**src/rtl/uart_rx.sv**
```systemverilog
// ---------------------------------------------------------------------------
// uart_rx -- 8N1 UART receiver, LSB first.
//
// Samples the asynchronous serial line through a 2-flop synchronizer,
// validates the start bit at its midpoint, samples each data bit and the
// stop bit one bit-time apart, and hands each good byte to a one-entry
// holding register.
//
// Handshake (valid/ready):
//   valid is high while the holding register is full. A transfer happens on
//   every rising clk edge where valid & ready are both high. ready is ignored
//   while valid is low. odata is stable from valid rising until the transfer
//   (or until it is replaced by a byte completing in the transfer cycle).
//
// Parameters:
//   freq_hz   system clock frequency in Hz
//   baudrate  line bit rate
//
// Ports:
//   clk        system clock, rising edge
//   rstn       asynchronous active-low reset
//   rx         serial line, idle high, asynchronous to clk
//   odata      received byte, meaningful while valid=1
//   valid      holding register full
//   ready      consumer accepts odata when valid & ready
//   busy       high while a frame is in progress (state != IDLE)
//   frame_err  one-cycle pulse: stop bit sampled low
//   overrun    one-cycle pulse: byte completed while holding register full
//   dbg_state  current receiver state encoding, for observation only
// ---------------------------------------------------------------------------
module uart_rx #(
    parameter int freq_hz  = 100_000_000,
    parameter int baudrate = 115_200
) (
    input  logic       clk,
    input  logic       rstn,
    input  logic       rx,
    output logic [7:0] odata,
    output logic       valid,
    input  logic       ready,
    output logic       busy,
    output logic       frame_err,
    output logic       overrun,
    output logic [2:0] dbg_state
);

    localparam int CLKS_PER_BIT = freq_hz / baudrate;
    localparam int HALF_BIT     = CLKS_PER_BIT / 2;
    localparam int CNT_W        = (CLKS_PER_BIT > 2) ? $clog2(CLKS_PER_BIT) : 1;

    localparam logic [CNT_W-1:0] CNT_LAST = CNT_W'(CLKS_PER_BIT - 1);
    localparam logic [CNT_W-1:0] CNT_MID  = CNT_W'(HALF_BIT - 1);

    typedef enum logic [2:0] {
        S_IDLE  = 3'd0,
        S_START = 3'd1,
        S_DATA  = 3'd2,
        S_STOP  = 3'd3,
        S_BREAK = 3'd4
    } state_t;

    // -----------------------------------------------------------------------
    // Registers
    // -----------------------------------------------------------------------
    state_t           r_state;
    logic             r_rx_meta;
    logic             r_rx_s;
    logic [CNT_W-1:0] r_baud_cnt;
    logic [2:0]       r_bit_cnt;
    logic [7:0]       r_shift;
    logic [7:0]       r_odata;
    logic             r_valid;
    logic             r_frame_err;
    logic             r_overrun;

    // -----------------------------------------------------------------------
    // Combinational FSM outputs
    // -----------------------------------------------------------------------
    state_t           w_state_next;
    logic             w_sample_data;  // shift r_rx_s into the data register
    logic             w_deliver;      // good stop bit seen this cycle
    logic             w_frame_err;    // bad stop bit seen this cycle

    always_comb begin
        w_state_next  = r_state;
        w_sample_data = 1'b0;
        w_deliver     = 1'b0;
        w_frame_err   = 1'b0;

        case (r_state)
            S_IDLE: begin
                if (!r_rx_s) begin
                    w_state_next = S_START;
                end
            end

            S_START: begin
                // Re-check the line at mid start bit; a line that has gone
                // high again was a glitch and is dropped silently.
                if (r_baud_cnt == CNT_MID) begin
                    w_state_next = r_rx_s ? S_IDLE : S_DATA;
                end
            end

            S_DATA: begin
                if (r_baud_cnt == CNT_LAST) begin
                    w_sample_data = 1'b1;
                    if (r_bit_cnt == 3'd7) begin
                        w_state_next = S_STOP;
                    end
                end
            end

            S_STOP: begin
                // Leaving here mid-stop-bit gives half a bit of slack for
                // the next start edge in back-to-back traffic.
                if (r_baud_cnt == CNT_LAST) begin
                    if (r_rx_s) begin
                        w_deliver    = 1'b1;
                        w_state_next = S_IDLE;
                    end else begin
                        w_frame_err  = 1'b1;
                        w_state_next = S_BREAK;
                    end
                end
            end

            S_BREAK: begin
                // Hold here until the line returns high so that a line held
                // low yields one frame error rather than a stream of them.
                if (r_rx_s) begin
                    w_state_next = S_IDLE;
                end
            end

            default: begin
                w_state_next = S_IDLE;
            end
        endcase
    end

    // -----------------------------------------------------------------------
    // State register
    // -----------------------------------------------------------------------
    always_ff @(posedge clk or negedge rstn) begin
        if (!rstn) begin
            r_state <= S_IDLE;
        end else begin
            r_state <= w_state_next;
        end
    end

    // -----------------------------------------------------------------------
    // Input synchronizer (resets to the idle line level)
    // -----------------------------------------------------------------------
    always_ff @(posedge clk or negedge rstn) begin
        if (!rstn) begin
            r_rx_meta <= 1'b1;
            r_rx_s    <= 1'b1;
        end else begin
            r_rx_meta <= rx;
            r_rx_s    <= r_rx_meta;
        end
    end

    // -----------------------------------------------------------------------
    // Baud and bit counters, data shift register
    // -----------------------------------------------------------------------
    always_ff @(posedge clk or negedge rstn) begin
        if (!rstn) begin
            r_baud_cnt <= '0;
            r_bit_cnt  <= 3'd0;
            r_shift    <= 8'h00;
        end else begin
            // Every state change restarts bit timing from zero.
            if ((w_state_next != r_state) || (r_state == S_IDLE)) begin
                r_baud_cnt <= '0;
            end else if (r_baud_cnt == CNT_LAST) begin
                r_baud_cnt <= '0;
            end else begin
                r_baud_cnt <= r_baud_cnt + 1'b1;
            end

            if (r_state == S_START) begin
                r_bit_cnt <= 3'd0;
            end else if (w_sample_data) begin
                r_bit_cnt <= r_bit_cnt + 3'd1;
            end

            // LSB arrives first, so each new bit enters at the top and the
            // first bit ends up in bit 0 after eight shifts.
            if (w_sample_data) begin
                r_shift <= {r_rx_s, r_shift[7:1]};
            end
        end
    end

    // -----------------------------------------------------------------------
    // Holding register, handshake and status pulses
    // -----------------------------------------------------------------------
    always_ff @(posedge clk or negedge rstn) begin
        if (!rstn) begin
            r_odata     <= 8'h00;
            r_valid     <= 1'b0;
            r_frame_err <= 1'b0;
            r_overrun   <= 1'b0;
        end else begin
            r_frame_err <= w_frame_err;
            r_overrun   <= 1'b0;

            if (w_deliver) begin
                if (!r_valid || ready) begin
                    // Empty, or the old byte leaves in this same cycle.
                    r_odata <= r_shift;
                    r_valid <= 1'b1;
                end else begin
                    // Consumer still holds the previous byte: keep it and
                    // drop the new one.
                    r_overrun <= 1'b1;
                end
            end else if (r_valid && ready) begin
                r_valid <= 1'b0;
            end
        end
    end

    // -----------------------------------------------------------------------
    // Outputs
    // -----------------------------------------------------------------------
    assign odata     = r_odata;
    assign valid     = r_valid;
    assign busy      = (r_state != S_IDLE);
    assign frame_err = r_frame_err;
    assign overrun   = r_overrun;
    assign dbg_state = r_state;

endmodule

```
**config.mk**
```make
export PLATFORM = sky130hd
export DESIGN_NAME = uart_rx
export DESIGN_NICKNAME = d
export VERILOG_FILES = /design/src/rtl/uart_rx.sv
export SDC_FILE = /design/constraint.sdc
export NUM_CORES = 1
export LEC_CHECK = 0
export ABC_CLOCK_PERIOD_IN_PS = 2300
export BUFFER_PORTS_ARGS = -buffer_cell sky130_fd_sc_hd__clkbuf_2
export CORE_AREA = 2 2 89 74
export CTS_CLUSTER_DIAMETER = 50
export DETAILED_ROUTE_END_ITERATION = 16
export DIE_AREA = 0 0 91 76
export GPL_ROUTABILITY_DRIVEN = 0
export PLACE_DENSITY = 0.5
export SLEW_MARGIN = 20
export SYNTH_ARGS = -nofsm -noshare
export SYNTH_HDL_FRONTEND = slang
export SYNTH_SLANG_ARGS = --single-unit
```
**constraint.sdc**
```tcl
create_clock -name clk -period 2.3 [get_ports clk]
set_clock_uncertainty 0.05 [all_clocks]
set_input_delay 0 -clock clk [delete_from_list [all_inputs] [get_ports clk]]
set_output_delay 0 -clock clk [all_outputs]
set_load 0.01 [all_outputs]
```
Word level (Yosys, flattened, before mapping)
Index checks and enable logic that the tools add are counted.
{"block": "totals", "reg_bits": 37, "elab_cells": 57, "out_inout_bits": 15, "input_bits": 4}
{"block": "op_classes", "add_sub_neg": 2, "n_reduce_logical": 10, "eq_ne": 9, "n_mux": 26}
{"op": "2-to-1 mux 3 bit", "n": 9}
{"op": "2-to-1 mux 10 bit", "n": 2}
{"op": "one-hot mux 3 bit (5 select lines)", "n": 1}
{"op": "2-to-1 mux 1 bit", "n": 13}
{"op": "adder 10 x 1 -> 10 bit (second input constant)", "n": 1}
{"op": "equality test 10 bit (second input constant)", "n": 1}
{"op": "equality test 10 x 9 -> 1 bit (second input constant)", "n": 1}
{"op": "equality test 3 x 2 -> 1 bit (second input constant)", "n": 2}
{"op": "equality test 3 bit (second input constant)", "n": 2}
{"op": "AND reduction 2 bit", "n": 2}
{"op": "nonzero test 2 bit", "n": 2}
{"op": "adder 3 x 1 -> 3 bit (second input constant)", "n": 1}
{"op": "equality test 3 x 1 -> 1 bit (second input constant)", "n": 1}
{"op": "logical NOT 3 bit", "n": 1}
{"op": "!= test 3 bit", "n": 1}
{"op": "nonzero test 3 bit", "n": 1}
{"op": "logical OR 1 bit", "n": 2}
{"op": "2-to-1 mux 2 bit", "n": 1}
{"op": "!= test 2 x 1 -> 1 bit (second input constant)", "n": 1}
{"op": "logical AND 1 bit", "n": 1}
{"op": "logical NOT 1 bit", "n": 1}

Depth between registers and ports, before layout
Gate-level depths: netlist of the first run.
{"block": "depth", "ltp_word": 7, "mapped_depth": 6}

Least setup slack after synthesis of the first run
OpenSTA, ideal clock, no wires.
{"block": "synth_path", "path_kind": "flip-flop to flip-flop", "from": "reg r_baud_cnt[2]", "to": "reg r_baud_cnt[4]", "period_less_slack_ps": 2029, "stages_incl_launch_ff": 5, "slack_ps": 271, "arrival_time_ps": 1836, "cell_sequence": "dfrtp_1 -> or3b_4 -> or4_4 -> a221oi_4 -> nor3_1"}
{"block": "synth_via", "elab_chain_len": 6, "elab_cells_between_ends": 11, "cone_classes": "add/sub: 1; eq/ne: 3; mux: 6; reduce/logical: 1"}
{"element": "start, declared", "line": "68", "source": "logic [CNT_W-1:0] r_baud_cnt;"}
{"element": "start signal, assigned", "line": "181", "source": "r_baud_cnt <= r_baud_cnt + 1'b1;"}
{"element": "equality test 10 bit / equality test 10 x 9 -> 1 bit (equally long branches)"}
{"element": "2-to-1 mux 3 bit (on tied branches)", "line": "117, 100, 106"}
{"element": "one-hot mux 3 bit (5 select lines)", "line": "90", "source": "case (r_state)"}
{"element": "!= test 3 bit", "line": "176", "source": "if ((w_state_next != r_state) || (r_state == S_IDLE)) begin"}
{"element": "logical OR 1 bit", "line": "176"}
{"element": "2-to-1 mux 10 bit (*)", "line": "176"}
Mark *: on every way between the ends. The rest lies on a longest branch, timed or not.
A chain may end at the register's enable or synchronous reset.

Worst setup path in the final report of the first run
{"block": "layout_path", "from": "reg r_baud_cnt[0]", "to": "reg r_odata[2] (netlist: odata[2])"}
{"block": "layout_via", "elab_chain_len": 4}
{"element": "equality test 10 bit", "line": "117", "source": "if (r_baud_cnt == CNT_LAST) begin"}
{"element": "2-to-1 mux 1 bit", "line": "117"}
{"element": "2-to-1 mux 1 bit", "line": "90"}
{"element": "AND reduction 2 bit (no source line)"}
{"element": "end signal, assigned", "line": "214", "source": "r_odata <= r_shift;"}
{"element": "end, declared", "line": "71", "source": "logic [7:0] r_odata;"}
No other way between the ends.

==> results of run 1 <==
[sequential cells by signal, indices dropped and copies added, names as in the netlist]
| signal | count |
|---|---|
| odata | 8 |
| valid | 1 |
| frame_err | 1 |
| overrun | 1 |
| dbg_state | 3 |
| r_rx_meta | 1 |
| r_baud_cnt | 10 |
| r_shift | 8 |
| r_bit_cnt | 3 |
| r_rx_s | 1 |
[synthesized netlist by cell type, drive strengths merged]
library cell	number
nand2b	2
xnor2	4
nor2b	3
clkbuf	6
and3	2
o2bb2ai	2
or4	2
a21o	1
and4b	1
o21ai	3
a211o	1
nand3	7
clkinv	1
inv	7
a311oi	1
and3b	1
ha	4
nor2	10
nor4	5
mux2	15
a21oi	5
and4	1
nand2	4
a221oi	1
xor2	5
nand4b	1
dfstp	2
nand4	8
or3b	1
a32oi	1
nor3b	2
or3	1
nor3	6
o22ai	2
dfrtp	35
[metrics by stage]
stage | setup WS, ps | area [sq um] | utilization, % | power [W]
6_report | 228.6 | 2131 | 34.84 | 0.001110
3_3_place_gp | 282.9 | 2018 | 33.00 | 0.0006854
5_1_grt | 112.9 | 2131 | 34.84 | 0.001162
2_1_floorplan | 271.2 | 1743 | - | 0.0006690
3_5_place_dp | 283.2 | 2018 | 33.00 | 0.0006856
4_1_cts | 249.8 | 2131 | 34.84 | 0.001135
[routing by layer]
| layer | part of all wire (%) | vias to the layer above | wire [microns] | GRT usage, % |
|---|---|---|---|---|
| met5 | 0 | - | 0 | 0 |
| met4 | 1.9 | 0 | 68 | 4.697 |
| met3 | 2.1 | 4 | 74 | 3.363 |
| met2 | 45 | 15 | 1596 | 16.30 |
| met1 | 51 | 602 | 1836 | 16.11 |
| li1 | - | 625 | - | - |
[area by class of cell]
| class | count | area share, % |
|---|---|---|
| Inverter | 8 | 1.409 |
| Clock buffer | 6 | 3.406 |
| Sequential cell | 37 | 43.57 |
| Tap cell | 84 | 4.932 |
| Multi-Input combinational cell | 102 | 35.76 |
| Timing Repair Buffer | 33 | 10.45 |
| Clock inverter | 2 | 0.4698 |
[path summary, 6_finish.rpt]
| kind | endpoint | slack (ps) | startpoint | cells past startpoint |
|---|---|---|---|---|
| max | odata[2] | 230 | r_baud_cnt[0] | 6 |
| min | r_rx_meta | 300 | rx | 2 |
| max reg2reg | odata[2] | 230 | r_baud_cnt[0] | 6 |
| min reg2reg | r_rx_s | 310 | r_rx_meta | 0 |
| max in group asynchronous | r_baud_cnt[5] | 1270 | rstn | 2 |
| min in group asynchronous | r_bit_cnt[0] | 330 | rstn | 2 |
[logic make-up after synthesis]
group,after synthesis,share of synthesized area (%)
buffers and inverters,14,3.015
XOR/XNOR,9,4.522
AO/OA/AOI/OAI,17,7.466
adder cells (fa/ha/maj),4,2.872
flip-flops,37,53.27
multiplexers,15,9.691
AND/OR/NAND/NOR,57,19.17
[power breakdown]
part / internal [W] / total (W) / switching, W
Clock: 0.000210 / 0.000434 / 0.000224
Sequential: 0.000654 / 0.000656 / 0.00000203
Combinational: 0.00000565 / 0.0000202 / 0.0000145
Total: 0.000869 / 0.00111 / 0.000240
[repair_timing]
action / 4_1_cts / 5_1_grt
resized for setup: 0 / 0
endpoints found under the hold margin: 38 / 0
hold buffers: 3 / 0
==> impl_metrics.env, run 1 <==
export IMPL_tritoncts="done"
export IMPL_synth_seq_area_share_pct=53.27
export IMPL_cts_root_buf="clkbuf_8"
export IMPL_synth_top_area_cell="dfrtp_1"
export IMPL_die_area_sq_mm=0.006916
export IMPL_syn_nets=161
export IMPL_track_usage_pct=11.40
export IMPL_syn_to_final_growth_pct=22.25
export IMPL_crit_buf_inv=1
export IMPL_peakVddDrop_mv=0.3007
export IMPL_htreeDepth=2
export IMPL_cts_buffer_depth=2
export IMPL_cpPeakStageDelay_ps=430
export IMPL_worst_slew_pin_slew_ps=942.3
export IMPL_worstHoldPathType="in2reg"
export IMPL_numPlacedInstances=261
export IMPL_setup_violations=0
export IMPL_pin_count=19
export IMPL_remaining_drc_errors=0
export IMPL_antenna_found_initial=0
export IMPL_avgSynthCellArea_sq_um=11.39
export IMPL_fin_cells=272
export IMPL_ys_warn_count=0
export IMPL_clkTransAtPathRegs_ps=80
export IMPL_cts_sinks=37
export IMPL_num_vias=1246
export IMPL_relSlewSlack_pct=37.18
export IMPL_drv_slew=0
export IMPL_hpwl_microns=2512
export IMPL_hold_viol=0
export IMPL_rsz0062_at_grt="no"
export IMPL_holdWs_ps=297.3
export IMPL_grt_pass1_vias=1247
export IMPL_grt_pass1_wl_microns=6279
export IMPL_status="complete, no violations"
export IMPL_tns_ps=0
export IMPL_multiInputGateArea_sq_um=762.0
export IMPL_powerDensity_mw_per_mm2=520.7
export IMPL_most_common_layout_cells="dfrtp_1 (35), clkbuf_2 (18), mux2_2 (15), buf_4 (11), nor2_1 (9)"
export IMPL_diodes=0
export IMPL_cap_violations=0
export IMPL_wl_per_cell_microns=13.15
export IMPL_grt_max_degree=38
export IMPL_synth_top_cells_by_area="dfrtp_1 (50%), mux2_2 (9.7%), dfstp_2 (3.0%)"
export IMPL_crit_chain="ha_1 > nor2b_1 > nand3_1 > nor2_2 > buf_12 > mux2_2"
export IMPL_cp_start_kind="flip-flop"
export IMPL_fp_row_count=26
export IMPL_cp_required_ps=2420
export IMPL_first_iter_violations=52
export IMPL_cp_end_kind="flip-flop"
export IMPL_overflow=0
export IMPL_post_cts_setup_buffer_count=0
export IMPL_coreArea_sq_mm=0.006116
export IMPL_via_per_inst=4.581
export IMPL_arrival_ps=2190
export IMPL_ant_nets=0
export IMPL_fmax_mhz=482.8
export IMPL_cp_top_family="simple AND/OR/NAND/NOR gates"
export IMPL_drive_above_1_share_pct=31.38
export IMPL_insertion_delay_ps=280
export IMPL_leakage_nw=0.9919
export IMPL_fillers=638
export IMPL_synthCells=153
export IMPL_cp_slowest_cell="dfrtp_1"
export IMPL_drt_total_wl_microns=3576
export IMPL_synth_top_area_share_pct=50.25
export IMPL_cts_made_buffers=5
export IMPL_layout_area_seq_sq_um=928.4
export IMPL_die_h_microns=76
export IMPL_crit_fanout=8
export IMPL_die_w_microns=91
export IMPL_layout_commonest_cell="dfrtp_1"
export IMPL_nets=195
export IMPL_period_needed_ps=2071
export IMPL_ys_ff_latch=37
export IMPL_syn_cell_area_sq_mm=0.001743
export IMPL_path_class="reg2reg"
export IMPL_initial_core_util_pct=28.50
export IMPL_drt_pass1_iterations=4
export IMPL_ys_types=37
export IMPL_port_buffers=18
export IMPL_finalCritPeriodShare_pct=90.06
(Power assumes the default switching activity.)
==> run 2: changes to the inputs <==
--- a/config.mk
+++ b/config.mk
@@ -12,6 +12,7 @@
 export DETAILED_ROUTE_END_ITERATION = 16
 export DIE_AREA = 0 0 91 76
 export GPL_ROUTABILITY_DRIVEN = 0
+export GPL_TIMING_DRIVEN = 0
 export PLACE_DENSITY = 0.5
 export SLEW_MARGIN = 20
 export SYNTH_ARGS = -nofsm -noshare
==> impl_metrics.env, run 2 (synthesized netlist as in run 1, its figures left out) <==
export IMPL_num_vias=1255
export IMPL_grtUsageMet2_pct=14.96
export IMPL_drt_total_wl_microns=3535
export IMPL_die_w_microns=91
export IMPL_fillers=653
export IMPL_cts_made_buffers=5
export IMPL_drv_slew=0
export IMPL_top_register="r_baud_cnt"
export IMPL_crit_fanout=10
export IMPL_use_met1_pct=16.66
export IMPL_leakage_nw=0.9657
export IMPL_place_ws_ps=-59.69
export IMPL_cpPeakStageDelay_ps=500
export IMPL_nets=191
export IMPL_tritoncts="done"
export IMPL_port_buffers=18
export IMPL_overflow=0
export IMPL_htreeDepth=2
export IMPL_path_class="reg2reg"
export IMPL_cp_top_family="simple AND/OR/NAND/NOR gates"
export IMPL_grt_pass1_vias=1185
export IMPL_status="complete, no violations"
export IMPL_track_usage_pct=10.97
export IMPL_via_per_inst=4.683
export IMPL_gr_max_usage_layer="met1"
export IMPL_powerDensity_mw_per_mm2=592.7
export IMPL_hpwl_microns=2462
export IMPL_peakVddDrop_mv=0.3072
export IMPL_holdWs_ps=292.2
export IMPL_finalCritPeriodShare_pct=93.15
export IMPL_fmax_mhz=466.8
export IMPL_setup_slack_ps=157.6
export IMPL_cap_violations=0
export IMPL_ant_nets=0
export IMPL_cp_slowest_cell="or4_4"
export IMPL_cp_required_ps=2400
export IMPL_drive_above_1_share_pct=29.35
export IMPL_diodes=0
export IMPL_worst_slew_pin_slew_ps=942.5
export IMPL_layout_commonest_cell="dfrtp_1"
export IMPL_hold_viol=0
export IMPL_cts_sinks=37
export IMPL_clkTransAtPathRegs_ps=70
export IMPL_antenna_found_initial=0
export IMPL_relSlewSlack_pct=37.17
export IMPL_r2r_slack_ps=160
export IMPL_worstHoldPathType="in2reg"
export IMPL_initial_core_util_pct=28.50
export IMPL_first_iter_violations=106
export IMPL_coreArea_sq_mm=0.006116
export IMPL_period_needed_ps=2142
export IMPL_use_met3_pct=2.671
export IMPL_grt_max_degree=38
export IMPL_grt_pass1_wl_microns=6092
export IMPL_crit_chain="or3b_4 > or4_4 > a221oi_4 > buf_12 > nor4_1"
export IMPL_cp_start_kind="flip-flop"
export IMPL_remaining_drc_errors=0
export IMPL_fp_row_count=26
export IMPL_rsz0062_at_grt="no"
export IMPL_cts_buffer_depth=2
export IMPL_drt_pass1_iterations=4
export IMPL_setup_violations=0
export IMPL_pin_count=19
export IMPL_wl_per_cell_microns=13.19
export IMPL_die_area_sq_mm=0.006916
export IMPL_largest_reg_flops=10
export IMPL_die_h_microns=76
export IMPL_syn_to_final_growth_pct=22.90
export IMPL_crit_buf_inv=1
export IMPL_most_common_layout_cells="dfrtp_1 (35), clkbuf_2 (18), mux2_2 (15), nor2_1 (9), nand4_1 (8)"
export IMPL_cts_root_buf="clkbuf_8"
export IMPL_arrival_ps=2250
export IMPL_cp_end_kind="flip-flop"
export IMPL_insertion_delay_ps=290
-- run 2: per-layer routing --
layer	part of all wire (%)	vias up
met2	43	22
met4	1.4	0
met3	3.2	4
li1	-	615
met1	53	614
met5	0	-
-- run 2: timing repair --
item                                    4_1_cts  5_1_grt
gates resized for setup                       1        4
endpoints found under the setup margin        8       27
buffers inserted                              0        2
pin swaps                                     0        2
endpoints found under the hold margin        38        0
hold buffers                                  3        0
-- run 2: stage by stage --
stage	total power (W)	instances	instance area, sq um	util, %	TNS (ps)
floorplan	0.0006690	153	1743	-	0
global placement	0.0006858	255	1938	31.69	-521.5
detailed placement	0.0006861	255	1938	31.69	-453.0
CTS	0.001288	266	2093	34.23	0
global route	0.001315	268	2142	35.02	0
finish	0.001270	268	2142	35.02	0
-- run 2: path summary, 6_finish.rpt --
check / depth (start not counted) / from / endpoint
worst max register to register: 5 / r_baud_cnt[2] / r_baud_cnt[2]
worst min-delay path: 2 / rx / r_rx_meta
worst min register to register: 0 / r_rx_meta / r_rx_s
worst max-delay path: 5 / r_baud_cnt[2] / r_baud_cnt[2]
min in group asynchronous: 2 / rstn / r_bit_cnt[2]
max in group asynchronous: 2 / rstn / r_baud_cnt[9]
-- run 2: final cells by class --
cell class,instances,area [sq um],share of cell area (%)
buffer,6,22.52,1.051
clock buffer,6,82.58,3.855
clock inverter,2,37.54,1.752
inverter,8,30.03,1.402
multi-input combinational,102,788.3,36.80
sequential,37,928.4,43.34
tap,84,105.1,4.907
timing repair buffer,23,147.6,6.893
-- run 2: power by group --
part | switching, W | internal (W)
Combinational | 0.0000149 | 0.00000567
Sequential | 0.00000187 | 0.000653
Clock | 0.000241 | 0.000353
Total | 0.000258 | 0.00101
